<file path="src/rtl/exec_unit_if.sv">
// Issue/writeback bundle between the decode stage, exec_unit and the register file.
interface exec_unit_if;
  logic       Start;
  logic [2:0] Op;
  logic [1:0] Rd;
  logic [7:0] OpA;
  logic [7:0] OpB;
  logic       Busy;
  logic       WbEn;
  logic [1:0] WbAddr;
  logic [7:0] WbData;
  logic       Zero;
  logic       Carry;

  modport master (
    output Start, Op, Rd, OpA, OpB,
    input  Busy, WbEn, WbAddr, WbData, Zero, Carry
  );

  modport slave (
    input  Start, Op, Rd, OpA, OpB,
    output Busy, WbEn, WbAddr, WbData, Zero, Carry
  );
endinterface

</file>
<file path="src/rtl/exec_unit.sv">
// exec_unit: single-issue 8-bit ALU with an iterative 1-bit/cycle shifter.
// Single-cycle ops complete on the accepting edge. Shifts by k>0 spend k
// cycles in SHIFT. All results are written back from DONE.
module exec_unit (
  input  logic        Clk,
  input  logic        Reset,
  exec_unit_if.slave  bus
);

  typedef enum logic [1:0] {IDLE, SHIFT, DONE} state_t;

  localparam logic [2:0] OP_ADD = 3'b000;
  localparam logic [2:0] OP_SUB = 3'b001;
  localparam logic [2:0] OP_AND = 3'b010;
  localparam logic [2:0] OP_XOR = 3'b011;
  localparam logic [2:0] OP_MOV = 3'b110;
  localparam logic [2:0] OP_CMP = 3'b111;

  state_t     state_q, state_d;
  logic       dir_q;          // 0: shift left, 1: shift right
  logic [1:0] rd_q;
  logic [7:0] sh_q;
  logic [2:0] cnt_q;

  logic       wb_en_q;
  logic [1:0] wb_addr_q;
  logic [7:0] wb_data_q;
  logic       zero_q;
  logic       carry_q;

  logic       accept;
  logic       is_shift;
  logic [2:0] k;
  logic [8:0] sum9;
  logic [7:0] imm_r;
  logic       imm_c;
  logic [7:0] sh_nx;
  logic       sh_out;

  // Start is dropped while iterating; shift opcodes are 10x.
  assign accept   = bus.Start && (state_q != SHIFT);
  assign is_shift = (bus.Op[2:1] == 2'b10);
  assign k        = bus.OpB[2:0];

  // Single-cycle result straight from the issue inputs (also covers k=0 shifts).
  always_comb begin
    sum9  = {1'b0, bus.OpA} + {1'b0, bus.OpB};
    imm_r = bus.OpA;
    imm_c = 1'b0;
    case (bus.Op)
      OP_ADD: begin
        imm_r = sum9[7:0];
        imm_c = sum9[8];
      end
      OP_SUB, OP_CMP: begin
        imm_r = bus.OpA - bus.OpB;
        imm_c = (bus.OpA < bus.OpB);
      end
      OP_AND:  imm_r = bus.OpA & bus.OpB;
      OP_XOR:  imm_r = bus.OpA ^ bus.OpB;
      OP_MOV:  imm_r = bus.OpB;
      default: imm_r = bus.OpA;
    endcase
  end

  // One-bit shift step of the captured operand, zero-filled.
  always_comb begin
    sh_nx  = {sh_q[6:0], 1'b0};
    sh_out = sh_q[7];
    if (dir_q) begin
      sh_nx  = {1'b0, sh_q[7:1]};
      sh_out = sh_q[0];
    end
  end

  // Next-state logic.
  always_comb begin
    state_d = state_q;
    case (state_q)
      IDLE, DONE: begin
        state_d = IDLE;
        if (accept)
          state_d = (is_shift && (k != 3'd0)) ? SHIFT : DONE;
      end
      SHIFT: begin
        if (cnt_q == 3'd1)
          state_d = DONE;
      end
      default: state_d = IDLE;
    endcase
  end

  // State, operand capture, shift iteration and registered writeback/flags.
  always_ff @(posedge Clk) begin
    if (Reset) begin
      state_q   <= IDLE;
      dir_q     <= 1'b0;
      rd_q      <= 2'd0;
      sh_q      <= 8'd0;
      cnt_q     <= 3'd0;
      wb_en_q   <= 1'b0;
      wb_addr_q <= 2'd0;
      wb_data_q <= 8'd0;
      zero_q    <= 1'b0;
      carry_q   <= 1'b0;
    end else begin
      state_q <= state_d;
      wb_en_q <= 1'b0;
      if (accept) begin
        dir_q <= bus.Op[0];
        rd_q  <= bus.Rd;
        sh_q  <= bus.OpA;
        cnt_q <= k;
        if (state_d == DONE) begin
          zero_q  <= (imm_r == 8'd0);
          carry_q <= imm_c;
          if (bus.Op != OP_CMP) begin
            wb_en_q   <= 1'b1;
            wb_addr_q <= bus.Rd;
            wb_data_q <= imm_r;
          end
        end
      end else if (state_q == SHIFT) begin
        sh_q  <= sh_nx;
        cnt_q <= cnt_q - 3'd1;
        if (cnt_q == 3'd1) begin
          zero_q    <= (sh_nx == 8'd0);
          carry_q   <= sh_out;
          wb_en_q   <= 1'b1;
          wb_addr_q <= rd_q;
          wb_data_q <= sh_nx;
        end
      end
    end
  end

  assign bus.Busy   = (state_q == SHIFT);
  assign bus.WbEn   = wb_en_q;
  assign bus.WbAddr = wb_addr_q;
  assign bus.WbData = wb_data_q;
  assign bus.Zero   = zero_q;
  assign bus.Carry  = carry_q;

endmodule

</file>
<file path="src/flat_wrapper.sv">
// flat-port wrapper written by rule: the top's interface ports become plain ports
module exec_unit_flat 
  (Clk, Reset, bus_Start, bus_Op, bus_Rd, bus_OpA, bus_OpB, bus_Busy, bus_WbEn, bus_WbAddr, bus_WbData, bus_Zero, bus_Carry);
  exec_unit_if bus_i ();
  input  logic Clk;
  input  logic Reset;
  input wire logic [$bits(bus_i.Start)-1:0] bus_Start;
  input wire logic [$bits(bus_i.Op)-1:0] bus_Op;
  input wire logic [$bits(bus_i.Rd)-1:0] bus_Rd;
  input wire logic [$bits(bus_i.OpA)-1:0] bus_OpA;
  input wire logic [$bits(bus_i.OpB)-1:0] bus_OpB;
  output wire logic [$bits(bus_i.Busy)-1:0] bus_Busy;
  output wire logic [$bits(bus_i.WbEn)-1:0] bus_WbEn;
  output wire logic [$bits(bus_i.WbAddr)-1:0] bus_WbAddr;
  output wire logic [$bits(bus_i.WbData)-1:0] bus_WbData;
  output wire logic [$bits(bus_i.Zero)-1:0] bus_Zero;
  output wire logic [$bits(bus_i.Carry)-1:0] bus_Carry;
  assign bus_i.Start = bus_Start;
  assign bus_i.Op = bus_Op;
  assign bus_i.Rd = bus_Rd;
  assign bus_i.OpA = bus_OpA;
  assign bus_i.OpB = bus_OpB;
  assign bus_Busy = bus_i.Busy;
  assign bus_WbEn = bus_i.WbEn;
  assign bus_WbAddr = bus_i.WbAddr;
  assign bus_WbData = bus_i.WbData;
  assign bus_Zero = bus_i.Zero;
  assign bus_Carry = bus_i.Carry;
  exec_unit u_core (.Clk(Clk), .Reset(Reset), .bus(bus_i));
endmodule
</file>
<file path="config.mk">
export PLATFORM = sky130hd
export DESIGN_NAME = exec_unit_flat
export DESIGN_NICKNAME = d
export VERILOG_FILES = /design/src/rtl/exec_unit_if.sv /design/src/rtl/exec_unit.sv /design/src/flat_wrapper.sv
export SDC_FILE = /design/constraint.sdc
export NUM_CORES = 1
export LEC_CHECK = 0
export BUFFER_PORTS_ARGS = -buffer_cell sky130_fd_sc_hd__buf_2
export CAP_MARGIN = 40
export CORE_ASPECT_RATIO = 1.75
export CORE_MARGIN = 5
export CORE_UTILIZATION = 30
export DETAILED_ROUTE_END_ITERATION = 16
export PLACE_DENSITY_LB_ADDON = 0.12
export SETUP_SLACK_MARGIN = 0.3
export SLEW_MARGIN = 30
export SYNTH_ARGS = -nofsm -noshare
export SYNTH_HDL_FRONTEND = slang
export SYNTH_SLANG_ARGS = --single-unit
export TNS_END_PERCENT = 50
</file>
<file path="constraint.sdc">
create_clock -name Clk -period 2.11 [get_ports Clk]
set_input_delay 0.211 -clock Clk [delete_from_list [all_inputs] [get_ports Clk]]
set_output_delay 0.211 -clock Clk [all_outputs]
set_load 0.01 [all_outputs]
</file>
# Word level (Yosys, flattened, before mapping)
# Cells that the tools add are included.
[word_totals]
regBits = 29
inputBits = 24
out_inout_bits = 14
[classes]
add_sub_neg = 3
order_cmp = 1
n_eq_ne = 14
muxes = 35
bitwise = 2
n_reduce_logical = 13
[op_table]
columns = ["operator", "n"]
rows = [
  ["8-bit 2-to-1 mux", 8],
  ["8-bit case mux with 5 select lines", 1],
  ["8-bit zero test", 2],
  ["2-bit 2-to-1 mux", 8],
  ["1-bit 2-to-1 mux", 14],
  ["8-bit by 8-bit adder with 9-bit output", 1],
  ["8-bit AND", 1],
  ["8-bit < comparator", 1],
  ["8-bit subtractor", 1],
  ["8-bit XOR", 1],
  ["2-bit == test, second input constant", 3],
  ["3-bit by 1-bit == test with 1-bit output, second input constant", 2],
  ["3-bit by 2-bit == test with 1-bit output, second input constant", 2],
  ["3-bit == test, second input constant", 2],
  ["3-bit 2-to-1 mux", 2],
  ["2-bit != test, second input constant", 2],
  ["2-bit case mux with 2 select lines", 1],
  ["4-bit AND reduction", 1],
  ["2-bit nonzero test", 2],
  ["2-bit OR reduction", 2],
  ["3-bit zero test", 1],
  ["3-bit != test, second input constant", 1],
  ["3-bit AND reduction", 1],
  ["3-bit nonzero test", 1],
  ["other kinds (6)", 7],
]

# Logic depth before layout (Yosys ltp)
# Gate-level depths: netlist of the first run.
[depth]
word_depth = 8
mapped_depth = 11

# Worst setup path after synthesis of the first run
# Ideal clock, no wire load.
[synth_path]
path_kind = "input to register"
start = "in bus_OpB[0]"
end = "reg u_core.zero_q (netlist: u_core.bus.Zero)"
setup_ns = 0.075
arrival_time_ns = 2.220
required_time_ns = 2.035
setup_slack_ns = -0.185
path_stages = 9
path_buffers = 0
path_cell_list = "ha_1 -> fa_1 -> nor2b_1 -> a2111oi_0 -> o31ai_1 -> or4_1 -> nor3_1 -> nand4b_1 -> o22ai_1"
[synth_via]
elab_chain_cells = 8
[synth_rtl]
columns = ["item", "line_no", "rtl"]
rows = [
  ["start: declaration", "flat_wrapper.sv:11", "input wire logic [$bits(bus_i.OpB)-1:0] bus_OpB;"],
  ["branches (longest 8 deep; another with 8-bit subtractor)", "n/a", ""],
  ["end signal: assignment", "exec_unit.sv:115", "zero_q <= (imm_r == 8'd0);"],
  ["end signal: assignment", "exec_unit.sv:127", "zero_q <= (sh_nx == 8'd0);"],
  ["end: declaration", "exec_unit.sv:28", "logic zero_q;"],
]
# Several ways; the timed one is not identified. The select of a mux whose other input is x is not followed.
# A chain may end at the register's enable or synchronous reset.

# Final worst setup path of the first run
[layout_path]
start = "in bus_OpA[0]"
end = "reg u_core.zero_q (netlist: u_core.bus.Zero)"
[layout_via]
elab_chain_cells = 5
[layout_rtl]
columns = ["item", "line_no", "rtl"]
rows = [
  ["start: declaration", "flat_wrapper.sv:10", "input wire logic [$bits(bus_i.OpA)-1:0] bus_OpA;"],
  ["8-bit subtractor (tied with other cells)", "exec_unit.sv:56", "imm_r = bus.OpA - bus.OpB;"],
  ["8-bit case mux with 5 select lines (*)", "exec_unit.sv:50", "case (bus.Op)"],
  ["8-bit zero test (*)", "exec_unit.sv:115", ""],
  ["1-bit 2-to-1 mux (*)", "exec_unit.sv:114", "if (state_d == DONE) begin"],
  ["1-bit 2-to-1 mux (*)", "exec_unit.sv:109", "if (accept) begin"],
]
# Mark *: on every way between the ends. The rest lies on a longest branch, timed or not. The select of a mux whose other input is x is not followed.

==> impl_metrics.toml, run 1 <==
[power]
power_mw = 2.24
p_leak_nw = 1.77
peakVddDrop_mv = 0.257
powerDensity_nw_per_um2 = 526

[timing]
rsz0062_at_grt = "true"
tightest_slew_ns = 0.393
fin_crit_ns = 2.06
whs_ns = 0.205
max_freq_mhz = 484
tns_ns = 0
hold_viol_final = 0
layout_setup_ws_ns = 0.0456
slew_viol_final = 0
skew_ns = 0.00299
setup_viol = 0
maxSlewHeadroom_pct = 73.7
min_period_over_period_pct = 97.8

[global_route]
grt.total_usage_pct = 18.7
grt-ovfl-total = 0
antenna_found_initial = 0
grt_pass1_vias = 2974
grt_first_pass_wirelength_um = 15500
grt_max_degree = 31

[synthesis]
synth-edff-count = 0
syn_inst = 330
syn_area_um2 = 2630
avgSynthCellArea_um2 = 7.97
seq_area_frac_synth_pct = 22.1
syn-num-nets = 375
async_flop_share_pct = 0
synth_largest_area_cell = "dfxtp_1"
ys.flop_type = "dfxtp_1"
synthTopCellsByArea = "dfxtp_1 (22%), ha_1 (9.0%), a211oi_1 (5.4%)"
yosys_warnings = 0
synthTopCellsByCount = "dfxtp_1 (29), nor2_1 (29), a211oi_1 (19), ha_1 (19)"
synth_cell_types = 70
synth_seq_cells = 29
synth_top_area_share_pct = 22.1

[placed_design]
placed_cell_area_um2 = 3580
dp_hpwl_um = 7770
gp_congestion = 0.859
dp_slack_ns = -0.509
io_buffers = 37
placed_cells = 547

[worst_setup_path]
r2r-start = "u_core.cnt_q[1]"
crit_fanout = 2
start_kind = "input port"
cp.required_ns = 2.31
slowest_stage = "or4_1"
end_kind = "flip-flop"
crit_type = "in2reg"
worstPathArrival_ns = 2.26
path_cells = "buf_8, ha_4, fa_2, nor2b_4, a2111oi_4, o31ai_2, or4_1, nor3_2, nand4b_1, o22ai_1"
timing.rr.end = "u_core.bus.WbData[4]"
reg2reg_slack_ns = 0.30
critPathMaxStageDelay_ns = 0.42
cpLargestDelayFamily = "simple AND/OR/NAND/NOR gates"
cp_num_buf_inv = 1
r2r_cells = 8

[cells_and_area]
nNetsFinal = 491
utilization_pct = 49.3
regArea_um2 = 582
fillers = 876
diodes = 0
area_growth_syn_to_layout_pct = 61.4
multi_input_area_um2 = 2300
stdcell_area_um2 = 4250
drive_above_1_share_pct = 46.3
fin_cells = 564

[worst_hold_path]
hold_path_class = "in2reg"
hold_start = "bus_Rd[0]"
whs_path_depth = 3
whs_endpoint = "u_core.rd_q[0]"

[die]
coreArea_um2 = 8610
num_io_pins = 38
rows = 45
die-width_um = 80.8
die_area_um2 = 10800
die_y_um = 134
initial_core_util_pct = 30.5

[clocking]
clk_pin_slew_ns = 0.05
cts_buffers = 5
ctsHtreeMaxLevel = 2
cts_tree = "yes"
clk_latency_ns = 0.27
cts_buffer_depth = 2
ctsRootBufferMaster = "clkbuf_16"
postCtsHoldBufs = 0
clkSinkCount = 29

[route]
via_per_inst = 5.28
drtIter0Drc = 171
dr.pass1.iters = 4
ant_nets = 0
route.final.wire_length_um = 9810
num_vias = 2979
drc_errors = 0
drt-wirelength-per-cell_um = 17.4

[run_status]
status = "finished, final reports clean"

[job]
maxCapViolCount = 0
-- layout make-up --
class / count / area share, %
multi-input cells: 260 / 54.1
repair buffers: 132 / 23.6
flip-flops and latches: 29 / 13.7
well taps: 117 / 3.45
clock buffers: 8 / 3.21
inverters: 18 / 1.95
-- logic make-up (layout without fill, tap and decap cells) --
group	after synthesis	count (layout)	synth area share [%]
buffers and inverters	41	158	6.61
AOI/OAI and AO/OA	105	105	29.3
DFF	29	29	22.1
and+or+nand+nor	114	114	23.6
muxes	17	17	6.80
adders and majority gates	21	21	10.6
xor gates and xnor gates	3	3	0.999
-- flip-flops by register name (all words and copies together) (netlist names) --
name,count
u_core.bus.WbData,8
u_core.sh_q,8
u_core.cnt_q,3
u_core.bus.WbAddr,2
u_core.rd_q,2
u_core.state_q,2
u_core.bus.Carry,1
u_core.bus.WbEn,1
u_core.bus.Zero,1
u_core.dir_q,1
-- timing repair --
item / in CTS / in global routing
buffers inserted: 3 / 5
setup endpoints to repair: 12 / 12
pin swaps: 31 / 17
gates resized for setup: 68 / 29
cloned: 1 / 0
-- worst max-delay path by stage --
| stage | startpoint | to | slack [ns] | cells after the start |
|---|---|---|---|---|
| 2_1_floorplan | bus_OpB[0] | u_core.bus.Zero | -0.09 | 9 |
| 3_3_place_gp | bus_OpB[0] | u_core.bus.Zero | -0.54 | 10 |
| 3_5_place_dp | bus_OpB[0] | u_core.bus.Zero | -0.51 | 10 |
| 4_1_cts | bus_OpA[0] | u_core.bus.Zero | -0.005 | 10 |
| 5_1_grt | bus_OpA[0] | u_core.bus.WbData[4] | -0.01 | 12 |
| 6_report | bus_OpA[0] | u_core.bus.Zero | 0.05 | 10 |
-- metal layers --
layer | vias to the layer above | wire length [µm] | GRT usage [%] | part of all wire (%)
li1 | 1475 | - | - | -
met1 | 1412 | 3550 | 19.0 | 36
met2 | 66 | 5550 | 36.0 | 57
met3 | 26 | 228 | 1.68 | 2.3
met4 | 0 | 480 | 10.2 | 4.9
met5 | - | 0 | 0 | 0
-- cells in the final DEF (no fill, tap or decap), types with 4 or more instances in the layout --
| cell type | n |
|---|---|
| buf_4 | 81 |
| buf_2 | 32 |
| dfxtp_1 | 28 |
| nor2_1 | 24 |
| nand2_1 | 17 |
| a211oi_1 | 16 |
| buf_6 | 15 |
| a21oi_1 | 14 |
| mux2i_1 | 13 |
| nor2b_1 | 11 |
| inv_1 | 10 |
| nand2b_1 | 10 |
| ha_1 | 10 |
| o211ai_1 | 7 |
| o21ai_0 | 7 |
| ha_4 | 7 |
| nand3_1 | 5 |
| clkbuf_16 | 5 |
| inv_4 | 4 |
| a311oi_1 | 4 |
-- worst register-to-register path, stage by stage, from the launching register on --
cell	delay [ns]
dfxtp_1	0.30
inv_2	0.06
ha_1	0.14
nand2b_1	0.10
o21a_1	0.20
buf_4	0.17
a41o_1	0.26
or3_1	0.38
a21oi_1	0.12
-- power by group --
| group | switching, mW | internal (mW) | total [mW] |
|---|---|---|---|
| sequential | 0.0321 | 0.593 | 0.625 |
| combinational | 0.463 | 0.473 | 0.935 |
| clock | 0.238 | 0.437 | 0.675 |
| total | 0.732 | 1.50 | 2.24 |
Note: power is estimated with default switching activity, not from simulation.
==> inputs of run 2 (changes only) <==
--- a/config.mk
+++ b/config.mk
@@ -7,6 +7,8 @@
 export LEC_CHECK = 0
 export BUFFER_PORTS_ARGS = -buffer_cell sky130_fd_sc_hd__buf_2
 export CAP_MARGIN = 40
+export CELL_PAD_IN_SITES_DETAIL_PLACEMENT = 1
+export CELL_PAD_IN_SITES_GLOBAL_PLACEMENT = 1
 export CORE_ASPECT_RATIO = 1.75
 export CORE_MARGIN = 5
 export CORE_UTILIZATION = 30
==> impl_metrics.toml, run 2 (synthesis gave the netlist of run 1 again) <==
[power]
powerDensity_nw_per_um2 = 549
p_leak_nw = 1.70
peakVddDrop_mv = 0.332

[clocking]
ctsRootBufferMaster = "clkbuf_16"
cts_tree = "yes"
clk_pin_slew_ns = 0.05
clkSinkCount = 29
ctsHtreeMaxLevel = 2
clk_latency_ns = 0.27
cts_buffers = 5
cts_buffer_depth = 2
postCtsHoldBufs = 0

[die]
die_area_um2 = 10800
coreArea_um2 = 8610
die-width_um = 80.8
die_y_um = 134
initial_core_util_pct = 30.5
num_io_pins = 38
rows = 45

[timing]
tns_ns = -0.0413
hold_viol_final = 0
rsz0062_at_grt = "true"
slew_viol_final = 0
fin_crit_ns = 2.15
whs_ns = 0.204
max_freq_mhz = 465
min_period_over_period_pct = 102
maxSlewHeadroom_pct = 49.3
layout_setup_ws_ns = -0.0413
tightest_slew_ns = 0.755
skew_ns = 0.00153
setup_viol = 1

[worst_setup_path]
timing.rr.end = "u_core.bus.WbData[4]"
crit_path_start = "bus_OpA[0]"
reg2reg_slack_ns = 0.30
endpoint = "u_core.bus.Zero"
end_kind = "flip-flop"
r2r_cells = 8
crit_fanout = 3
start_kind = "input port"
r2r-start = "u_core.state_q[1]"
crit_type = "in2reg"
cp.required_ns = 2.26
worstPathArrival_ns = 2.30

[cells_and_area]
multi_input_area_um2 = 2270
diodes = 0
stdcell_area_um2 = 4070
regArea_um2 = 582
area_growth_syn_to_layout_pct = 54.8
drive_above_1_share_pct = 44.0
final_common_cell = "buf_4"
fin_cells = 549
fillers = 1015
nNetsFinal = 477
mostFrequentLayoutCells = "buf_4 (73), buf_2 (33), dfxtp_1 (28), nor2_1 (27), nand2_1 (17)"

[global_route]
grt_max_degree = 31
antenna_found_initial = 0
grt.total_usage_pct = 20.7
grt_pass1_vias = 3321
grt-ovfl-total = 0
grt_first_pass_wirelength_um = 17000

[route]
drtIter0Drc = 129
dr.pass1.iters = 4
drt-wirelength-per-cell_um = 20.0
drc_errors = 0
ant_nets = 0
via_per_inst = 5.48
num_vias = 3009
route.final.wire_length_um = 11000

[run_status]
violations = "negative setup slack"
status = "finished with violations"

[worst_hold_path]
hold_path_class = "in2reg"

[placed_design]
dp_hpwl_um = 8570
placed_cells = 531
gp_congestion = 0.886
dp_slack_ns = -0.442
io_buffers = 37
placed_cell_area_um2 = 3450

[job]
maxCapViolCount = 0
==> run 2: cell count changes in the layout (fill, tap and decap cells not counted), sizes merged <==
cell / previous run / this run
buf: 132 / 118
clkbuf: 8 / 7
==> run 2: routing by layer <==
layer	vias up	track usage, %	part of all wire (%)
li1	1438	-	-
met1	1473	19.4	34
met2	56	39.5	57
met3	42	1.95	1.7
met4	0	15.4	6.9
met5	-	0	0
==> run 2: through the flow <==
step / power (mW) / utilization [%]
after floorplan: 1.05 / -
after global placement: 1.37 / 40.0
after detailed placement: 1.38 / 40.0
after CTS: 2.19 / 45.4
after global routing: 2.35 / 47.3
final: 2.23 / 47.3
==> run 2: final cells by class <==
cell class	count	share of cell area (%)
clock buffers	7	3.50
inverters	18	1.84
multi-input cells	260	55.7
flip-flops and latches	29	14.3
well taps	117	3.60
repair buffers	118	21.0
==> run 2: timing repair <==
item / CTS / global route
setup buffers: 10 / 1
gates cloned: 0 / 0
pin swaps: 22 / 29
gates resized for setup: 54 / 28
setup endpoints to repair: 9 / 12
==> run 2: critical path, cell delays in order <==
cell and delay (ns):
buf_8 0.10, buf_6 0.11, inv_4 0.06, ha_4 0.13
inv_4 0.03, fa_2 0.41, buf_6 0.13, nand2b_4 0.13
o211ai_1 0.27, buf_4 0.18, a31oi_4 0.08, a21oi_2 0.18
nor3_1 0.07, nand4b_1 0.11, o22ai_2 0.08
==> run 2: how the worst min path moves through the flow <==
stage	start	end	slack, ns	cells past startpoint
after floorplan	Reset	u_core.bus.WbData[5]	0.31	1
after global placement	u_core.bus.WbData[3]	u_core.bus.WbData[3]	0.44	2
after detailed placement	u_core.bus.WbData[3]	u_core.bus.WbData[3]	0.45	2
after CTS	bus_Rd[0]	u_core.rd_q[0]	0.21	3
after global routing	bus_Rd[1]	u_core.rd_q[1]	0.23	3
final	bus_Rd[0]	u_core.rd_q[0]	0.20	3
==> run 2: report_power, final <==
group	total [mW]	switching (mW)	internal [mW]	leakage (nW)
sequential	0.625	0.0321	0.593	0.239
combinational	0.918	0.474	0.444	1.39
clock	0.692	0.231	0.461	0.0700
total	2.23	0.737	1.50	1.70
==> inputs of run 3 (changes only) <==
--- a/config.mk
+++ b/config.mk
@@ -9,7 +9,7 @@
 export CAP_MARGIN = 40
 export CELL_PAD_IN_SITES_DETAIL_PLACEMENT = 1
 export CELL_PAD_IN_SITES_GLOBAL_PLACEMENT = 1
-export CORE_ASPECT_RATIO = 1.75
+export CORE_ASPECT_RATIO = 2
 export CORE_MARGIN = 5
 export CORE_UTILIZATION = 30
 export DETAILED_ROUTE_END_ITERATION = 16
==> impl_metrics.toml, run 3 (synthesis gave the netlist of run 1 again) <==
[route]
route.final.wire_length_um = 11000
drc_errors = 0
via_per_inst = 5.67
dr.pass1.iters = 4
ant_nets = 0
drtIter0Drc = 135
drt-wirelength-per-cell_um = 20.8
num_vias = 2997

[cells_and_area]
multi_input_area_um2 = 2250
final_common_cell = "buf_4"
regArea_um2 = 582
fillers = 1023
mostFrequentLayoutCells = "buf_4 (70), buf_2 (34), dfxtp_1 (28), nor2_1 (25)"
diodes = 0
area_growth_syn_to_layout_pct = 52.8
drive_above_1_share_pct = 44.1
nNetsFinal = 473

[die]
die-width_um = 76.2
die_y_um = 142
rows = 48
coreArea_um2 = 8590
die_area_um2 = 10900
initial_core_util_pct = 30.6
num_io_pins = 38

[global_route]
grt_first_pass_wirelength_um = 17300
grt_max_degree = 31
grt_pass1_vias = 3284
grt-ovfl-total = 0
grt.total_usage_pct = 20.1
antenna_found_initial = 0

[timing]
skew_ns = 0.00435
tightest_slew_ns = 0.639
rsz0062_at_grt = "true"
fin_crit_ns = 2.13
layout_setup_ws_ns = -0.0166
whs_ns = 0.197
max_freq_mhz = 470
setup_viol = 1
tns_ns = -0.0166
hold_viol_final = 0
slew_viol_final = 0
maxSlewHeadroom_pct = 57.1
min_period_over_period_pct = 101

[clocking]
cts_buffer_depth = 2
clk_latency_ns = 0.28
cts_buffers = 5
cts_tree = "yes"
clk_pin_slew_ns = 0.05
ctsHtreeMaxLevel = 2
ctsRootBufferMaster = "clkbuf_16"
clkSinkCount = 29

[power]
p_leak_nw = 1.68
peakVddDrop_mv = 0.244
powerDensity_nw_per_um2 = 565

[placed_design]
dp_hpwl_um = 8850
io_buffers = 37
gp_congestion = 0.892

[job]
maxCapViolCount = 0

[worst_setup_path]
crit_type = "in2reg"
worstPathArrival_ns = 2.33
crit_fanout = 2
end_kind = "flip-flop"
cp.required_ns = 2.31
r2r_cells = 8
start_kind = "input port"

[worst_hold_path]
whs_path_depth = 3
hold_path_class = "in2reg"

[run_status]
status = "finished with violations"
violations = "negative setup slack"
==> run 3: stage by stage <==
| step | power, mW | cell area, µm² | cells | setup slack, ns | util [%] |
|---|---|---|---|---|---|
| floorplan | 1.05 | 2710 | 330 | -0.0888 | - |
| global placement | 1.37 | 3430 | 511 | -0.481 | 39.9 |
| detailed placement | 1.38 | 3430 | 511 | -0.530 | 39.9 |
| CTS | 2.23 | 3860 | 524 | -0.0142 | 45.0 |
| global route | 2.38 | 4020 | 529 | -0.142 | 46.8 |
| finish | 2.27 | 4020 | 529 | -0.0166 | 46.8 |
==> run 3: repair_timing <==
| item | in CTS | in global routing |
|---|---|---|
| cloned | 0 | 1 |
| setup buffers | 5 | 4 |
| hold buffers | 0 | 0 |
| pin swaps | 30 | 11 |
| hold endpoints to repair | 0 | 0 |
| setup endpoints to repair | 10 | 12 |
| gates resized for setup | 49 | 29 |
==> run 3: final timing paths <==
check | end | slack, ns | startpoint
worst min register to register | u_core.bus.WbData[4] | 0.45 | u_core.bus.WbData[4]
worst max-delay path | u_core.bus.Zero | -0.02 | bus_OpA[0]
worst max register to register | u_core.bus.Zero | 0.30 | u_core.cnt_q[1]
worst min-delay path | u_core.rd_q[0] | 0.20 | bus_Rd[0]
==> run 3: area by class of cell <==
type,instances,share of cell area [%]
clock inverters,1,0.125
clock buffers,7,3.80
inverters,18,1.99
repair buffers,114,20.6
multi-input cells,260,55.9
well taps,100,3.11
flip-flops and latches,29,14.5
==> run 3: metal layers <==
layer  vias to the layer above  global-route usage (%)  part of all wire (%)
met5                         -                       0                     0
met4                         0                    13.5                   6.0
met3                        34                    1.52                   1.8
met2                        56                    40.6                    58
met1                      1469                    18.3                    34
li1                       1438                       -                     -
==> run 3: worst max-delay path, cell delays in order <==
cell	delay [ns]
buf_8	0.10
ha_4	0.15
fa_2	0.39
nor2b_1	0.15
a2111oi_2	0.32
o31ai_1	0.13
or4_1	0.48
nor3_1	0.14
nand4b_1	0.11
o22ai_1	0.13
==> run 3: power breakdown <==
part	total, mW	switching (mW)	leakage (nW)	internal, mW
registers	0.627	0.0339	0.239	0.593
clock network	0.749	0.251	0.0799	0.498
logic	0.895	0.469	1.36	0.426
